===== config.mk =====
export PLATFORM = sky130hd
export DESIGN_NAME = myo_spi_responder
export DESIGN_NICKNAME = d
export VERILOG_FILES = /design/src/rtl/myo_spi_pkg.sv /design/src/rtl/spi_input_sync.sv /design/src/rtl/myo_spi_responder.sv
export SDC_FILE = /design/constraint.sdc
export NUM_CORES = 1
export LEC_CHECK = 0
export ABC_CLOCK_PERIOD_IN_PS = 8850
export CORE_ASPECT_RATIO = 1.25
export CORE_UTILIZATION = 55
export DETAILED_ROUTE_END_ITERATION = 8
export PLACE_DENSITY = 0.8
export SETUP_SLACK_MARGIN = 0.5
export SLEW_MARGIN = 20
export SYNTH_ARGS = -nofsm -noshare
export SYNTH_HDL_FRONTEND = slang
export SYNTH_SLANG_ARGS = --single-unit
export TNS_END_PERCENT = 30

===== constraint.sdc =====
create_clock -name clock -period 8.85 [get_ports clock]
set_clock_uncertainty 0.15 [all_clocks]
set_input_delay 1.3275 -clock clock [delete_from_list [all_inputs] [get_ports clock]]
set_output_delay 1.3275 -clock clock [all_outputs]
set_load 0.02 [all_outputs]

===== src/rtl/myo_spi_pkg.sv =====
// myo_spi_pkg: shared constants, tx word map indices and FSM state type for the motor-board SPI responder.
package myo_spi_pkg;
    localparam int FRAME_WORDS = 12;
    localparam int WORD_BITS = 16;
    localparam logic [WORD_BITS-1:0] HEADER_WORD = 16'h8000;
    localparam int IDX_POS_HI = 5;
    localparam int IDX_POS_LO = 6;
    localparam int IDX_VELOCITY = 7;
    localparam int IDX_CURRENT = 8;
    localparam int IDX_DISPLACEMENT = 9;
    localparam int IDX_SENSOR1 = 10;
    localparam int IDX_SENSOR2 = 11;
    typedef enum logic [1:0] {IDLE, ACTIVE, DONE} state_t;
endpackage


===== src/rtl/spi_input_sync.sv =====
// spi_input_sync: 2-FF synchronizers for the async SPI pins with rise/fall detection on sck and ss_n.
module spi_input_sync (
    input  logic clock,
    input  logic reset,
    input  logic sck,
    input  logic ss_n,
    input  logic mosi,
    output logic sck_rise,
    output logic sck_fall,
    output logic ss_rise,
    output logic ss_fall,
    output logic mosi_sync
);
    logic [2:0] sck_q;
    logic [2:0] ss_q;
    logic [1:0] mosi_q;
    // ss_n history resets low so a pin held low across reset never looks like a fresh frame start
    always_ff @(posedge clock or posedge reset) begin
        if (reset) begin
            sck_q  <= '0;
            ss_q   <= '0;
            mosi_q <= '0;
        end else begin
            sck_q  <= {sck_q[1:0], sck};
            ss_q   <= {ss_q[1:0], ss_n};
            mosi_q <= {mosi_q[0], mosi};
        end
    end
    assign sck_rise  = sck_q[1] & ~sck_q[2];
    assign sck_fall  = ~sck_q[1] & sck_q[2];
    assign ss_rise   = ss_q[1] & ~ss_q[2];
    assign ss_fall   = ~ss_q[1] & ss_q[2];
    assign mosi_sync = mosi_q[1];
endmodule


===== src/rtl/myo_spi_responder.sv =====
// myo_spi_responder: SPI mode-0 slave for the motor-board frame; decodes pwm_ref and returns snapshotted status.
// Optional watchdog safe-stop enabled by defining MYO_SPI_WATCHDOG_EN.
module myo_spi_responder #(
    parameter int FRAME_WORDS = myo_spi_pkg::FRAME_WORDS
`ifdef MYO_SPI_WATCHDOG_EN
    , parameter int WATCHDOG_CYCLES = 5000000
`endif
) (
    input  logic               clock,
    input  logic               reset,
    input  logic               sck,
    input  logic               ss_n,
    input  logic               mosi,
    output logic               miso,
    input  logic signed [31:0] position,
    input  logic signed [15:0] velocity,
    input  logic signed [15:0] current,
    input  logic signed [15:0] displacement,
    input  logic signed [15:0] sensor1,
    input  logic signed [15:0] sensor2,
    output logic signed [15:0] pwm_ref,
    output logic               pwm_valid,
    output logic               frame_error,
    output logic               busy,
    output logic               timeout
);
    import myo_spi_pkg::*;

    localparam int WC_W = $clog2(FRAME_WORDS + 1);

    state_t                state;
    logic [3:0]            bit_cnt;
    logic [WC_W-1:0]       word_cnt;
    logic [WC_W-1:0]       tx_idx;
    logic [WORD_BITS-1:0]  rx_shift;
    logic [WORD_BITS-1:0]  rx_word;
    logic [WORD_BITS-1:0]  tx_shift;
    logic [WORD_BITS-1:0]  tx_next;
    logic [WORD_BITS-1:0]  w0;
    logic [WORD_BITS-1:0]  w1;
    logic [31:0]           snap_pos;
    logic [WORD_BITS-1:0]  snap_vel;
    logic [WORD_BITS-1:0]  snap_cur;
    logic [WORD_BITS-1:0]  snap_disp;
    logic [WORD_BITS-1:0]  snap_s1;
    logic [WORD_BITS-1:0]  snap_s2;
    logic                  sck_seen;
    logic                  sck_rise;
    logic                  sck_fall;
    logic                  ss_rise;
    logic                  ss_fall;
    logic                  mosi_sync;
    logic                  frame_end;
    logic                  frame_ok;
    logic                  frame_glitch;
    logic                  wd_hit;

    spi_input_sync u_sync (
        .clock     (clock),
        .reset     (reset),
        .sck       (sck),
        .ss_n      (ss_n),
        .mosi      (mosi),
        .sck_rise  (sck_rise),
        .sck_fall  (sck_fall),
        .ss_rise   (ss_rise),
        .ss_fall   (ss_fall),
        .mosi_sync (mosi_sync)
    );

    assign rx_word      = {rx_shift[WORD_BITS-2:0], mosi_sync};
    assign tx_idx       = word_cnt + 1'b1;
    assign frame_end    = ss_rise && state != IDLE;
    assign frame_ok     = frame_end && int'(word_cnt) == FRAME_WORDS && w0 == HEADER_WORD;
    assign frame_glitch = word_cnt == '0 && !sck_seen;

    always_comb begin
        tx_next = int'(tx_idx) == IDX_POS_HI       ? snap_pos[31:16] :
                  int'(tx_idx) == IDX_POS_LO       ? snap_pos[15:0]  :
                  int'(tx_idx) == IDX_VELOCITY     ? snap_vel        :
                  int'(tx_idx) == IDX_CURRENT      ? snap_cur        :
                  int'(tx_idx) == IDX_DISPLACEMENT ? snap_disp       :
                  int'(tx_idx) == IDX_SENSOR1      ? snap_s1         :
                  int'(tx_idx) == IDX_SENSOR2      ? snap_s2         : '0;
    end

    always_ff @(posedge clock or posedge reset) begin
        if (reset) begin
            state       <= IDLE;
            bit_cnt     <= '0;
            word_cnt    <= '0;
            rx_shift    <= '0;
            tx_shift    <= '0;
            w0          <= '0;
            w1          <= '0;
            snap_pos    <= '0;
            snap_vel    <= '0;
            snap_cur    <= '0;
            snap_disp   <= '0;
            snap_s1     <= '0;
            snap_s2     <= '0;
            sck_seen    <= 1'b0;
            miso        <= 1'b0;
            pwm_ref     <= '0;
            pwm_valid   <= 1'b0;
            frame_error <= 1'b0;
            busy        <= 1'b0;
        end else begin
            pwm_valid   <= frame_ok;
            frame_error <= frame_end && !frame_ok && !frame_glitch;
            pwm_ref     <= frame_ok ? {w1[14], w1[14:0]} : wd_hit ? '0 : pwm_ref;
            if (frame_end) begin
                state <= IDLE;
                busy  <= 1'b0;
                miso  <= 1'b0;
            end else if (state == IDLE) begin
                if (ss_fall) begin
                    state     <= ACTIVE;
                    busy      <= 1'b1;
                    bit_cnt   <= '0;
                    word_cnt  <= '0;
                    sck_seen  <= 1'b0;
                    snap_pos  <= position;
                    snap_vel  <= velocity;
                    snap_cur  <= current;
                    snap_disp <= displacement;
                    snap_s1   <= sensor1;
                    snap_s2   <= sensor2;
                    // tx word 0 is always zero, so its MSB is zero too
                    tx_shift  <= '0;
                    miso      <= 1'b0;
                end
            end else if (state == ACTIVE) begin
                if (sck_rise || sck_fall)
                    sck_seen <= 1'b1;
                if (sck_rise) begin
                    rx_shift <= rx_word;
                    bit_cnt  <= bit_cnt + 1'b1;
                    if (bit_cnt == 4'd15) begin
                        word_cnt <= tx_idx;
                        w0       <= word_cnt == '0 ? rx_word : w0;
                        w1       <= int'(word_cnt) == 1 ? rx_word : w1;
                        tx_shift <= tx_next;
                        miso     <= int'(tx_idx) == FRAME_WORDS ? 1'b0 : tx_next[WORD_BITS-1];
                        state    <= int'(tx_idx) == FRAME_WORDS ? DONE : ACTIVE;
                    end
                // the fall right after a word boundary must keep the freshly loaded MSB on miso
                end else if (sck_fall && bit_cnt != '0) begin
                    tx_shift <= {tx_shift[WORD_BITS-2:0], 1'b0};
                    miso     <= tx_shift[WORD_BITS-2];
                end
            end
        end
    end

`ifdef MYO_SPI_WATCHDOG_EN
    localparam int WD_W = $clog2(WATCHDOG_CYCLES + 1);
    logic [WD_W-1:0] wd_cnt;
    assign wd_hit = int'(wd_cnt) == WATCHDOG_CYCLES;
    always_ff @(posedge clock or posedge reset) begin
        if (reset) begin
            wd_cnt  <= '0;
            timeout <= 1'b0;
        end else begin
            wd_cnt  <= frame_ok ? '0 : wd_hit ? wd_cnt : wd_cnt + 1'b1;
            timeout <= frame_ok ? 1'b0 : wd_hit ? 1'b1 : timeout;
        end
    end
`else
    assign wd_hit  = 1'b0;
    assign timeout = 1'b0;
`endif
endmodule


==> metrics.log <==
INFO  metric share_comb_of_total_power = 12.5%
INFO  metric cp_cell_sequence = inv_1 > ha_1 > nand2_1 > nor3_4 > and2_4 > nand3_4 > mux2_4
INFO  metric max_cap_violations = 0
INFO  metric ctsResizeCount = 0
INFO  metric ioPinCount = 138
INFO  metric drt_drc_violations_left = 0
INFO  metric drtAntennaViolNets = 0
INFO  metric overflow = 0
INFO  metric rows = 53
INFO  metric grt_start_max_net_pins = 131
INFO  metric count_of_nets_after_finishing = 1019
INFO  metric finalPower = 2.379 mW
INFO  metric globalplace.congestion = 0.7956
INFO  metric net-switching-power = 0.5598 mW
INFO  metric max_slew_margin = 28.88%
INFO  metric drt-vias-per-instance = 5.679
INFO  metric hold-path-cell-count = 0
INFO  metric min_period_over_period = 37.03%
INFO  metric clk_pin_slew = 0.06 ns
INFO  metric final_hold_vio_count = 0
INFO  metric cpMaxStageDelayCell = nor3_4
INFO  metric cp_data_arrival_time = 3.51 ns
INFO  metric cts_hold_repair.buffers = 0
INFO  metric grt.total_usage = 23.71%
INFO  metric synth-xor-area-share = 0.1819%
INFO  metric synth.area.mux_share = 22.22%
INFO  metric setup_violating_endpoint_count_in_the_final_report = 0
INFO  metric drt_iter0_drc = 337
INFO  metric post-place-cells = 1089
INFO  metric layoutNonFillerInstCount = 1127
INFO  metric worstMarginPinSlew = 1.066 ns
INFO  metric synthesis.nets = 903
INFO  metric number_of_filler_cells_placed_in_the_layout = 1246
INFO  metric edff_count_synth = 0
INFO  metric initial_utilization = 56.71%
INFO  metric avgSynthCellArea = 12.41 sq um
INFO  metric placement.io_buffers = 136
INFO  metric sequential_share_of_the_synthesized_area = 54.84%
INFO  metric ir_drop = 158.7 uV
INFO  metric ys_seq_elements = 211
INFO  metric grt_pass1_vias = 6603
INFO  metric final_common_cell = dfrtp_1
INFO  metric cts_max_level = 1
INFO  metric hold-worst-slack = 0.1951 ns
INFO  metric crit_path_start_kind = flop
INFO  metric cts_tree = built
INFO  metric cts.sink_count = 211
INFO  metric utilization = 69.40%
INFO  metric worstSetupEndpointType = flop
INFO  metric ys_dominant_reg_cell = dfrtp_1
INFO  metric drt_first_pass_iters = 5
INFO  metric yosys.cell_types.count = 59
INFO  metric reg2reg_depth = 7
INFO  metric post_route_cells_drive_above_1_share = 24.81%
INFO  metric placed_area = 11080 sq um
INFO  metric fin_tns_setup = 0 ns
INFO  metric pre_cts_slack = 5.085 ns
INFO  metric result_of_the_run = finished clean
INFO  metric synth-simple-area-share = 9.474%
INFO  metric post-dp-hpwl = 13670 microns
INFO  metric finalWorstPathRequiredPeriod = 3.277 ns
INFO  metric crit_type = flop to flop
INFO  metric crit_required = 9.08 ns
INFO  metric final_design_area_no_fill = 11780 sq um
INFO  metric fp.coreArea = 16980 sq um
INFO  metric leakagePower = 5.038 nW
INFO  metric chipWidth = 120.3 microns
INFO  metric postSynthCellCount = 776
INFO  metric grt_antenna_before_repair = 0
INFO  metric max_freq = 305.1 MHz
INFO  metric seqPwrFrac = 50.5%
INFO  metric routedWlPerCell = 17.91 microns
INFO  metric routed-via-count = 6400
INFO  metric grt_setup_unrepaired = no
INFO  metric ys_warn_count = 0
INFO  metric cts_max_path_buffers = 3
INFO  metric wl = 20180 microns
INFO  metric cp_max_fo = 21
INFO  metric synth_compound_area_share = 8.720%
INFO  metric slowest_delay = 0.74 ns
INFO  metric cts_root_buf = clkbuf_16
INFO  metric final_cell_mix = dfrtp_1 (211), mux2_2 (150), clkdlybuf4s50_1 (136)
INFO  metric async_flop_share = 100.0%
INFO  metric synth_adder_area_share = 1.300%
INFO  metric antenna_cells_inserted = 0
INFO  metric cts_inserted_buffers = 21
INFO  metric drv_slew = 0
INFO  metric synth.cell_area = 9628 sq um
INFO  metric internal_power = 1.819 mW
INFO  metric worst_skew_late_latency = 0.50 ns
INFO  metric grt_pass1_wl = 33510 microns
INFO  metric die_area = 18040 sq um
INFO  metric power_density_over_cell_area = 201.9 nW/um^2
INFO  metric layout-area-overhead-vs-synth = 22.37%
INFO  metric dieHeight = 149.9 microns
INFO  metric power_frac_clock = 37.0%
INFO  metric setup_ws = 5.573 ns
INFO  metric hold_crit_class = flop to flop
INFO  metric switching_part_of_the_total = 23.53%
INFO  metric post_cts_buffers = 0
INFO  metric synth_top_family_by_area = multiplexers
-- per-layer routing --
| metal | up-vias | routed length, microns | GRT usage [%] | share of wire (%) |
|---|---|---|---|---|
| met2 | 154 | 10620 | 41.87 | 53 |
| li1 | 3002 | - | - | - |
| met5 | - | 0 | 0 | 0 |
| met1 | 3203 | 8217 | 29.48 | 41 |
| met4 | 0 | 643 | 9.383 | 3.2 |
| met3 | 41 | 702 | 3.011 | 3.5 |
-- power by group through the flow --
stage	Clock [mW]	Sequential (mW)	Combinational, mW
floorplan	0	1.19	0.212
global placement	0	1.21	0.289
detailed placement	0	1.22	0.299
CTS	0.900	1.20	0.300
global route	0.938	1.22	0.329
finish	0.881	1.20	0.297
-- cells by family (layout without fill, tap and decap cells) --
logic type	after synthesis	in the layout
DFF	211	211
other	1	1
AOI/OAI and AO/OA	125	125
muxes	185	185
adders and majority gates	10	10
xor gates and xnor gates	2	2
buffers and inverters	64	195
and+or+nand+nor	178	178
-- layout make-up --
| type | count | area [sq um] | share of cell area [%] |
|---|---|---|---|
| Inverter | 13 | 56.30 | 0.4779 |
| Tap cell | 220 | 275.3 | 2.336 |
| Clock buffer | 28 | 581.8 | 4.938 |
| Timing Repair Buffer | 144 | 1425 | 12.10 |
| Multi-Input combinational cell | 501 | 4056 | 34.43 |
| Clock inverter | 10 | 106.4 | 0.9027 |
| Sequential cell | 211 | 5280 | 44.82 |
-- cell usage after synthesis (all sizes together) (10+ instances only) --
cell type | instances | share of area [%]
a41oi | 15 | 1.4
dfrtp | 211 | 55
and3 | 18 | 1.2
clkbuf | 24 | 0.94
inv | 13 | 0.51
ha | 10 | 1.3
nand3b | 15 | 1.2
mux2i | 15 | 1.6
buf | 27 | 1.8
mux2 | 170 | 21
a21oi | 27 | 1.4
nor2 | 36 | 1.4
nand2 | 77 | 3.0
o21ai | 32 | 1.8
o211ai | 29 | 2.3
-- worst paths after layout --
kind                                       start               end  slack, ns
worst max-delay path             u_sync.sck_q[2]             w0[0]       5.57
worst min register to register  u_sync.mosi_q[0]  u_sync.mosi_q[1]       0.20
worst max register to register   u_sync.sck_q[2]             w0[0]       5.57
max in group asynchronous                  reset      snap_vel[12]       6.01
worst min-delay path            u_sync.mosi_q[0]  u_sync.mosi_q[1]       0.20
min in group asynchronous                  reset       word_cnt[2]       1.26
-- worst max-delay path, delay by kind of cell (launching register included) --
family                   cells  cell delay [ns]
flip-flops                   1             0.39
AND/OR/NAND/NOR              4             1.54
adder cells (fa/ha/maj)      1             0.63
buffers and inverters        1             0.06
multiplexers                 1             0.39
-- registers in the layout, summed over array words and instances (netlist names), 2 cells and up --
register / count
bit_cnt: 4
pwm_ref: 15
rx_shift: 15
snap_cur: 16
snap_disp: 16
snap_pos: 32
snap_s1: 16
snap_s2: 16
snap_vel: 16
state: 2
tx_shift: 15
u_sync.mosi_q: 2
u_sync.sck_q: 3
u_sync.ss_q: 3
w0: 16
w1: 15
word_cnt: 4
(Power assumes the default switching activity.)
